### src/rtl/imem_dmem_port_arbiter.sv
// Arbiter sharing one single-port SRAM between instruction fetch and data access.
// Data has priority; an anti-starvation counter eventually forces a fetch grant.
module imem_dmem_port_arbiter #(
    parameter int ADDR_W     = 32,
    parameter int DATA_W     = 32,
    parameter int STARVE_MAX = 4
) (
    input  logic                clk,
    input  logic                reset,
    input  logic                inst_req,
    input  logic [ADDR_W-1:0]   inst_addr,
    output logic                inst_gnt,
    output logic                inst_rvalid,
    output logic [DATA_W-1:0]   inst_rdata,
    input  logic                data_req,
    input  logic [DATA_W/8-1:0] data_we,
    input  logic [ADDR_W-1:0]   data_addr,
    input  logic [DATA_W-1:0]   data_wdata,
    output logic                data_gnt,
    output logic                data_rvalid,
    output logic [DATA_W-1:0]   data_rdata,
    output logic                sram_en,
    output logic [DATA_W/8-1:0] sram_we,
    output logic [ADDR_W-1:0]   sram_addr,
    output logic [DATA_W-1:0]   sram_wdata,
    input  logic [DATA_W-1:0]   sram_rdata
);

    localparam int BE_W  = DATA_W / 8;
    localparam int CNT_W = $clog2(STARVE_MAX + 1);
    localparam logic [CNT_W-1:0] CNT_MAX = CNT_W'(STARVE_MAX);

    typedef enum logic [1:0] {
        OWN_NONE = 2'd0,
        OWN_INST = 2'd1,
        OWN_DRD  = 2'd2
    } owner_e;

    owner_e           owner;
    logic [CNT_W-1:0] starve_cnt;
    logic             force_inst;

    // Grants are held low during reset so nothing reaches the SRAM.
    always_comb begin
        force_inst = inst_req && (starve_cnt == CNT_MAX);
        data_gnt   = !reset && data_req && !force_inst;
        inst_gnt   = !reset && inst_req && (!data_req || force_inst);
    end

    always_comb begin
        sram_en    = inst_gnt | data_gnt;
        sram_we    = '0;
        sram_addr  = '0;
        sram_wdata = '0;
        unique case (1'b1)
            data_gnt: begin
                sram_we    = data_we;
                sram_addr  = data_addr;
                sram_wdata = data_wdata;
            end
            inst_gnt: begin
                sram_addr  = inst_addr;
            end
            default: ;
        endcase
    end

    always_comb begin
        inst_rvalid = (owner == OWN_INST);
        data_rvalid = (owner == OWN_DRD);
        inst_rdata  = inst_rvalid ? sram_rdata : '0;
        data_rdata  = data_rvalid ? sram_rdata : '0;
    end

    always_ff @(posedge clk or posedge reset) begin
        if (reset) begin
            owner      <= OWN_NONE;
            starve_cnt <= '0;
        end else begin
            if (inst_gnt)
                owner <= OWN_INST;
            else if (data_gnt && (data_we == BE_W'(0)))
                owner <= OWN_DRD;
            else
                owner <= OWN_NONE;

            if (inst_gnt || !inst_req)
                starve_cnt <= '0;
            else if (data_gnt && (starve_cnt != CNT_MAX))
                starve_cnt <= starve_cnt + 1'b1;
        end
    end

endmodule

### config.mk
export PLATFORM = sky130hd
export DESIGN_NAME = imem_dmem_port_arbiter
export DESIGN_NICKNAME = d
export VERILOG_FILES = /design/src/rtl/imem_dmem_port_arbiter.sv
export SDC_FILE = /design/constraint.sdc
export NUM_CORES = 1
export LEC_CHECK = 0
export ABC_AREA = 1
export CORE_AREA = 5 5 102 104
export DETAILED_ROUTE_END_ITERATION = 10
export DIE_AREA = 0 0 107 109
export GPL_ROUTABILITY_DRIVEN = 0
export PLACE_DENSITY = 0.63
export SLEW_MARGIN = 20
export SYNTH_ARGS = -nofsm -noshare
export SYNTH_HDL_FRONTEND = slang
export SYNTH_SLANG_ARGS = --single-unit
### constraint.sdc
create_clock -name clk -period 1.9 [get_ports clk]
set_input_delay 0.57 -clock clk [delete_from_list [all_inputs] [get_ports clk]]
set_output_delay 0.57 -clock clk [all_outputs]
set_load 0.03 [all_outputs]
# After elaboration in Yosys (flattened, before gate mapping)
# Index checks and enable logic that the tools add are counted.
[word_totals]
ff_bits = 5
latch_bits = 0
ramBits = 0
romBits = 0
inputBits = 136
out_inout_bits = 137
word_cells = 32
memories = 0
[classes]
addsub = 1
mul = 0
n_div = 0
order_cmp = 0
eq_ne = 4
shift = 0
muxes = 9
bitwise_logic = 1
n_reduce_logical = 15
[op_table]
columns = ["operator", "n"]
rows = [
  ["2-to-1 mux 32 bit", 3],
  ["one-hot mux 32 bit (2 select lines)", 1],
  ["logical AND 1 bit", 7],
  ["2-to-1 mux 3 bit", 2],
  ["logical NOT 1 bit", 4],
  ["logical NOT 4 bit", 1],
  ["2-to-1 mux 2 bit", 2],
  ["2-to-1 mux 4 bit", 1],
  ["adder 3 x 1 -> 3 bit (second input constant)", 1],
  ["== test 3 bit (second input constant)", 1],
  ["inequality test 3 bit (second input constant)", 1],
  ["== test 2 x 1 -> 1 bit (second input constant)", 1],
  ["== test 2 bit (second input constant)", 1],
  ["logical OR 1 bit", 2],
  ["nonzero test 2 bit", 1],
  ["bitwise OR 1 bit", 1],
]

# Longest topological paths before layout
[logic_depth]
word_depth = 7
depth_mapped = 8
ltp_nobuf = 7

# Worst setup path before layout
# OpenSTA, ideal clock, no wires.
[synth_timing]
path_kind = "register to output"
startpoint = "reg owner[0]"
endpoint = "out data_rdata[10]"
t_arrival_ns = 1.638
t_required_ns = 1.330
setup_slack_ns = -0.308
path_stages_with_launch = 5
path_buffers = 1
path_cell_list = "dfrtp_1 nor2_1 inv_1 clkbuf_1 nor2_1"
[synth_via]
elab_chain_cells = 2
[synth_lines]
columns = ["item", "line", "source"]
rows = [
  ["from (decl)", "39", "owner_e owner;"],
  ["from (signal assigned)", "77", "owner <= OWN_NONE;"],
  ["from (signal assigned)", "81", "owner <= OWN_INST;"],
  ["from (signal assigned)", "83", "owner <= OWN_DRD;"],
  ["== test 2 bit", "70", "data_rvalid = (owner == OWN_DRD);"],
  ["named net data_rvalid", "20", "output logic data_rvalid,"],
  ["2-to-1 mux 32 bit", "72", "data_rdata = data_rvalid ? sram_rdata : '0;"],
  ["to (decl)", "21", "output logic [DATA_W-1:0] data_rdata,"],
]
# The timed path passes the listed nets, and every way through them passes these cells.

# Worst setup path after layout
[layout_timing]
startpoint = "reg starve_cnt[0]"
endpoint = "out sram_addr[16]"
[layout_via]
elab_chain_cells = 5
[layout_lines]
columns = ["item", "line", "source"]
rows = [
  ["from (decl)", "40", "logic [CNT_W-1:0] starve_cnt;"],
  ["from (signal assigned)", "90", "starve_cnt <= starve_cnt + 1'b1;"],
  ["== test 3 bit *", "45", "force_inst = inst_req && (starve_cnt == CNT_MAX);"],
  ["logical AND 1 bit *", "45", ""],
  ["logical OR 1 bit / logical NOT 1 bit (equally long branches)", "47, 46", ""],
  ["logical AND 1 bit, on equally long branches", "47, 46", ""],
  ["one-hot mux 32 bit (2 select lines) *", "55", "unique case (1'b1)"],
  ["to (decl)", "24", "output logic [ADDR_W-1:0] sram_addr,"],
]
# Every way passes the cells marked *; elsewhere a longest branch is shown, timed or not.

==> impl_summary.md <==
Yosys
The share of synthesized area in the top cell type comes to between 20% and 30%. Synthesis inferred 5 register bits. Counting every net in the synthesized netlist gives approximately 460.

The sequential cell area fraction in the yosys report is approximately 8.4%. The synthesized area per cell is 4.604 µm². The library cell occupying the most area in the post-synthesis netlist is sky130_fd_sc_hd__nor2_1. By area the synthesized netlist is led by sky130_fd_sc_hd__nor2_1 26%, sky130_fd_sc_hd__inv_1 19%, sky130_fd_sc_hd__nand2_1 18%.

The count of synthesis-stage warnings from yosys is 0. The number of different library cells in the post-synthesis netlist is 20. In this run the cell area of the synthesized design comes to ~1500 µm². The gate count of the mapped netlist is around 330.

Floorplanning
The effective utilization at floorplan is between 10% and 20%. The floorplan step defined a core boundary enclosing approximately 9500 µm². In this run the core area contains 36 standard-cell rows. The y dimension of the die is 109 µm.

In this run the count of I/O pins placed on the die edge is 273. The area enclosed by the die boundary is about 12,000 µm². From left edge to right edge, the die measures around 110 µm.

Global routing
The global route total overflow is 0. In the global route stage, overall resource usage came out at 17.48%. Entering global routing, the biggest net connects 34 pins. The first-pass GRT wire length is between 15,000 and 20,000 µm. The via count of the first global-routing pass came to 3,202.

The initial antenna violation count is 2.

Placement
The count of buffers added on input and output ports is roughly 270. The placed wire-length estimate after detailed placement is 7961 µm. Prior to clock tree synthesis, the placed netlist has a worst setup slack of -0.7586 ns.

Clocking
The number of hold buffers added after CTS was 0. The clock transition at the registers of the reported paths is approximately 0.04 ns. In this run, CTS created clock tree buffers numbering 3. The clock net in this run drives a total of 5 sinks. The insertion delay to the later sink of the worst-skew pair is about 0.22 ns.

TritonCTS built the clock tree. Counting along the longest clock path gives a buffer depth of 2. The root buffer cell is sky130_fd_sc_hd__clkbuf_8. CTS built an H-tree with a depth of 1.

Flow run
The total of max-cap violations is 0.

Worst setup path
The minimum setup slack among reg-to-reg paths is 0.35 ns. Along the worst path, the maximum fanout reaches 7. The data required time at the worst endpoint is between 1 and 1.5 ns. The critical path is of the flop to output pin type. The most prevalent standard cell on the critical path is sky130_fd_sc_hd__buf_6. Data arrives at the worst endpoint at roughly 1.6 ns. The critical path capture point type is an output pin.

The cell at the slowest stage of the critical path is sky130_fd_sc_hd__dfrtp_1. STA classifies the critical path startpoint as a flop. The largest single stage delay on the critical path is ~0.38 ns. The reg-to-reg endpoint is owner[0]$_DFF_PP0_. The critical path goes through inv_2 -> ha_4 -> nand3_4 -> buf_6 -> nand2_8 -> buf_16 -> nand3_1 -> nand2_2 -> buf_6.

The number of cells on the worst reg-to-reg path is 9. In this run the critical register-to-register path is launched from starve_cnt[0]$_DFFE_PP0P_.

Hold path
The worst hold path belongs to the class input pin to async pin.

Timing
The max-slew violation count is 0. The setup-violating endpoint count in the final report is 70. The final hold violation count is 0.

In the post-route analysis, the smallest setup slack over all paths is -0.3137 ns. Based on the critical path, the design can be clocked at up to approximately 450 MHz. The final worst clock skew is roughly 0.00016 ns. In the final timing run, aggregate negative setup slack is -15.00 ns.

The share of the clock period used by the worst path is 116.5%. The actual transition at the worst max-transition pin is between 0.15 and 0.2 ns. The worst-case headroom to the max-slew limit is 88.61%. The final critical delay including setup and external delays is between 2 and 2.5 ns. Setup repair after global routing could not meet its margin everywhere.

Route
The number of detailed-route iterations in the first pass is 4. The number of routed nets with antenna violations is 0. The post-route DRC violation count is 0. The detailed-route via count is between 3,000 and 4,000. The initial DRC count is 85. Dividing the detail-routed wire length by the instance count gives roughly 15 µm. After detailed routing, the total wire length is 11,400 µm. The mean number of vias per cell is 4.218.

Power
VDD sags by at most 0.2110 mV. The leakage power figure is 2.838 nW. For this design the ratio of total power to cell area is roughly 260 nW/µm².

Cells and area
Counting the fill cells in the layout gives 848. The share of layout cells above drive strength 1 is between 50 and 60%. The total number of nets in the final design is 775. Compared with the post-synthesis result, the final layout area differs by 276.5%.

Outcome
The checks that failed: negative setup slack. The run finished, with violations left.
[placed cells by master (no fill, tap or decap), types with 3 or more instances in the layout]
master                            count
sky130_fd_sc_hd__inv_1               42
sky130_fd_sc_hd__buf_6               77
sky130_fd_sc_hd__dfrtp_1              5
sky130_fd_sc_hd__nand2_1             41
sky130_fd_sc_hd__nand2_2             28
sky130_fd_sc_hd__buf_8                6
sky130_fd_sc_hd__nand3_4             10
sky130_fd_sc_hd__inv_2               34
sky130_fd_sc_hd__buf_16               9
sky130_fd_sc_hd__buf_4               84
sky130_fd_sc_hd__clkdlybuf4s50_1    100
sky130_fd_sc_hd__dlygate4sd2_1       25
sky130_fd_sc_hd__dlymetal6s2s_1       7
sky130_fd_sc_hd__nor2_4              27
sky130_fd_sc_hd__nor2_1              41
sky130_fd_sc_hd__clkbuf_8             3
sky130_fd_sc_hd__buf_12              12
sky130_fd_sc_hd__nand2_4              3
sky130_fd_sc_hd__nand3_1              6
sky130_fd_sc_hd__nor2_2              36
sky130_fd_sc_hd__nand3_2             19
[synthesized netlist by cell type]
cell / n
sky130_fd_sc_hd__nor2_2: 1
sky130_fd_sc_hd__nand2_1: 71
sky130_fd_sc_hd__nor2_4: 1
sky130_fd_sc_hd__ha_1: 2
sky130_fd_sc_hd__nand3_2: 1
sky130_fd_sc_hd__a21oi_1: 2
sky130_fd_sc_hd__buf_2: 4
sky130_fd_sc_hd__o21bai_1: 1
sky130_fd_sc_hd__inv_1: 77
sky130_fd_sc_hd__o21ai_0: 1
sky130_fd_sc_hd__inv_2: 2
sky130_fd_sc_hd__nand2_2: 2
sky130_fd_sc_hd__nor3_1: 1
sky130_fd_sc_hd__nor2_1: 102
sky130_fd_sc_hd__clkbuf_1: 6
sky130_fd_sc_hd__dfrtp_1: 5
sky130_fd_sc_hd__and2_1: 1
sky130_fd_sc_hd__buf_6: 9
sky130_fd_sc_hd__nand3_1: 34
sky130_fd_sc_hd__nand4_1: 2
[state kept, by name, summed over array words and instances, names as in the netlist]
signal	count
owner	2
starve_cnt	3
[worst max-delay path: cells and delay by family (launching register included)]
family	cells	cell delay, ns
buffers and inverters	4	0.52
adder cells (fa/ha/maj)	1	0.14
flip-flops	1	0.38
AND/OR/NAND/NOR	4	0.37
[metrics by stage]
| step | hold slack [ns] | utilization, % | instances | area (µm²) | total power [W] |
|---|---|---|---|---|---|
| after floorplan | 0.3569 | - | 325 | 1690 | 0.0005138 |
| after global placement | 0.5953 | 45.83 | 713 | 4335 | 0.001003 |
| after detailed placement | 0.6060 | 45.83 | 713 | 4335 | 0.001009 |
| after CTS | 0.5820 | 56.97 | 746 | 5389 | 0.001426 |
| after global routing | 0.6130 | 59.54 | 750 | 5632 | 0.001544 |
| final | 0.5924 | 59.56 | 751 | 5634 | 0.001466 |
[logic make-up after synthesis]
logic type	synth area share [%]
fa+ha+maj	1.672
flops	8.361
compound gates	1.505
buf+inv	29.43
simple gates	59.03
[final cells by class]
| class | count | area, µm² | share of cell area, % |
|---|---|---|---|
| repair buffers | 322 | 3413 | 60.58 |
| flip-flops and latches | 5 | 125.1 | 2.221 |
| diodes | 1 | 2.502 | 0.04441 |
| well taps | 114 | 142.6 | 2.532 |
| clock buffers | 4 | 45.04 | 0.7995 |
| repair inverters | 4 | 46.29 | 0.8217 |
| inverters | 79 | 311.5 | 5.530 |
| multi-input cells | 222 | 1548 | 27.47 |
[layer usage]
metal  global-route usage (%)  up-vias  wire (µm)
met2                    34.26      202       6177
met3                    6.868       20       1256
met5                        0        -          0
met4                    4.475        0        209
li1                         -     1566          -
met1                    17.04     1380       3759
[power by group]
| part | internal [W] | total (W) | switching [W] | leakage (nW) |
|---|---|---|---|---|
| logic | 0.000591 | 0.00115 | 0.000564 | 2.75 |
| registers | 0.000110 | 0.000113 | 0.00000243 | 0.0684 |
| clock network | 0.000144 | 0.000198 | 0.0000542 | 0.0228 |
| total | 0.000845 | 0.00147 | 0.000621 | 2.84 |
[how the worst max path moves through the flow]
stage | startpoint | end | slack, ns | cells past startpoint
after floorplan | data_req | sram_wdata[14] | -0.12 | 6
after global placement | data_req | sram_addr[28] | -0.73 | 8
after detailed placement | data_req | sram_addr[21] | -0.76 | 8
after CTS | starve_cnt[0]$_DFFE_PP0P_ | sram_addr[3] | -0.28 | 9
after global routing | starve_cnt[0]$_DFFE_PP0P_ | sram_addr[16] | -0.38 | 9
final | starve_cnt[0]$_DFFE_PP0P_ | sram_addr[16] | -0.31 | 9
[what timing repair did]
item                                    4_1_cts  5_1_grt
buffers inserted                             17        3
endpoints found under the setup margin      135      111
gates resized for setup                     237       60
hold endpoints to repair                      0        0
cloned                                       12        2
pin swaps                                    61       24
Power figures use the tool's default switching activity.
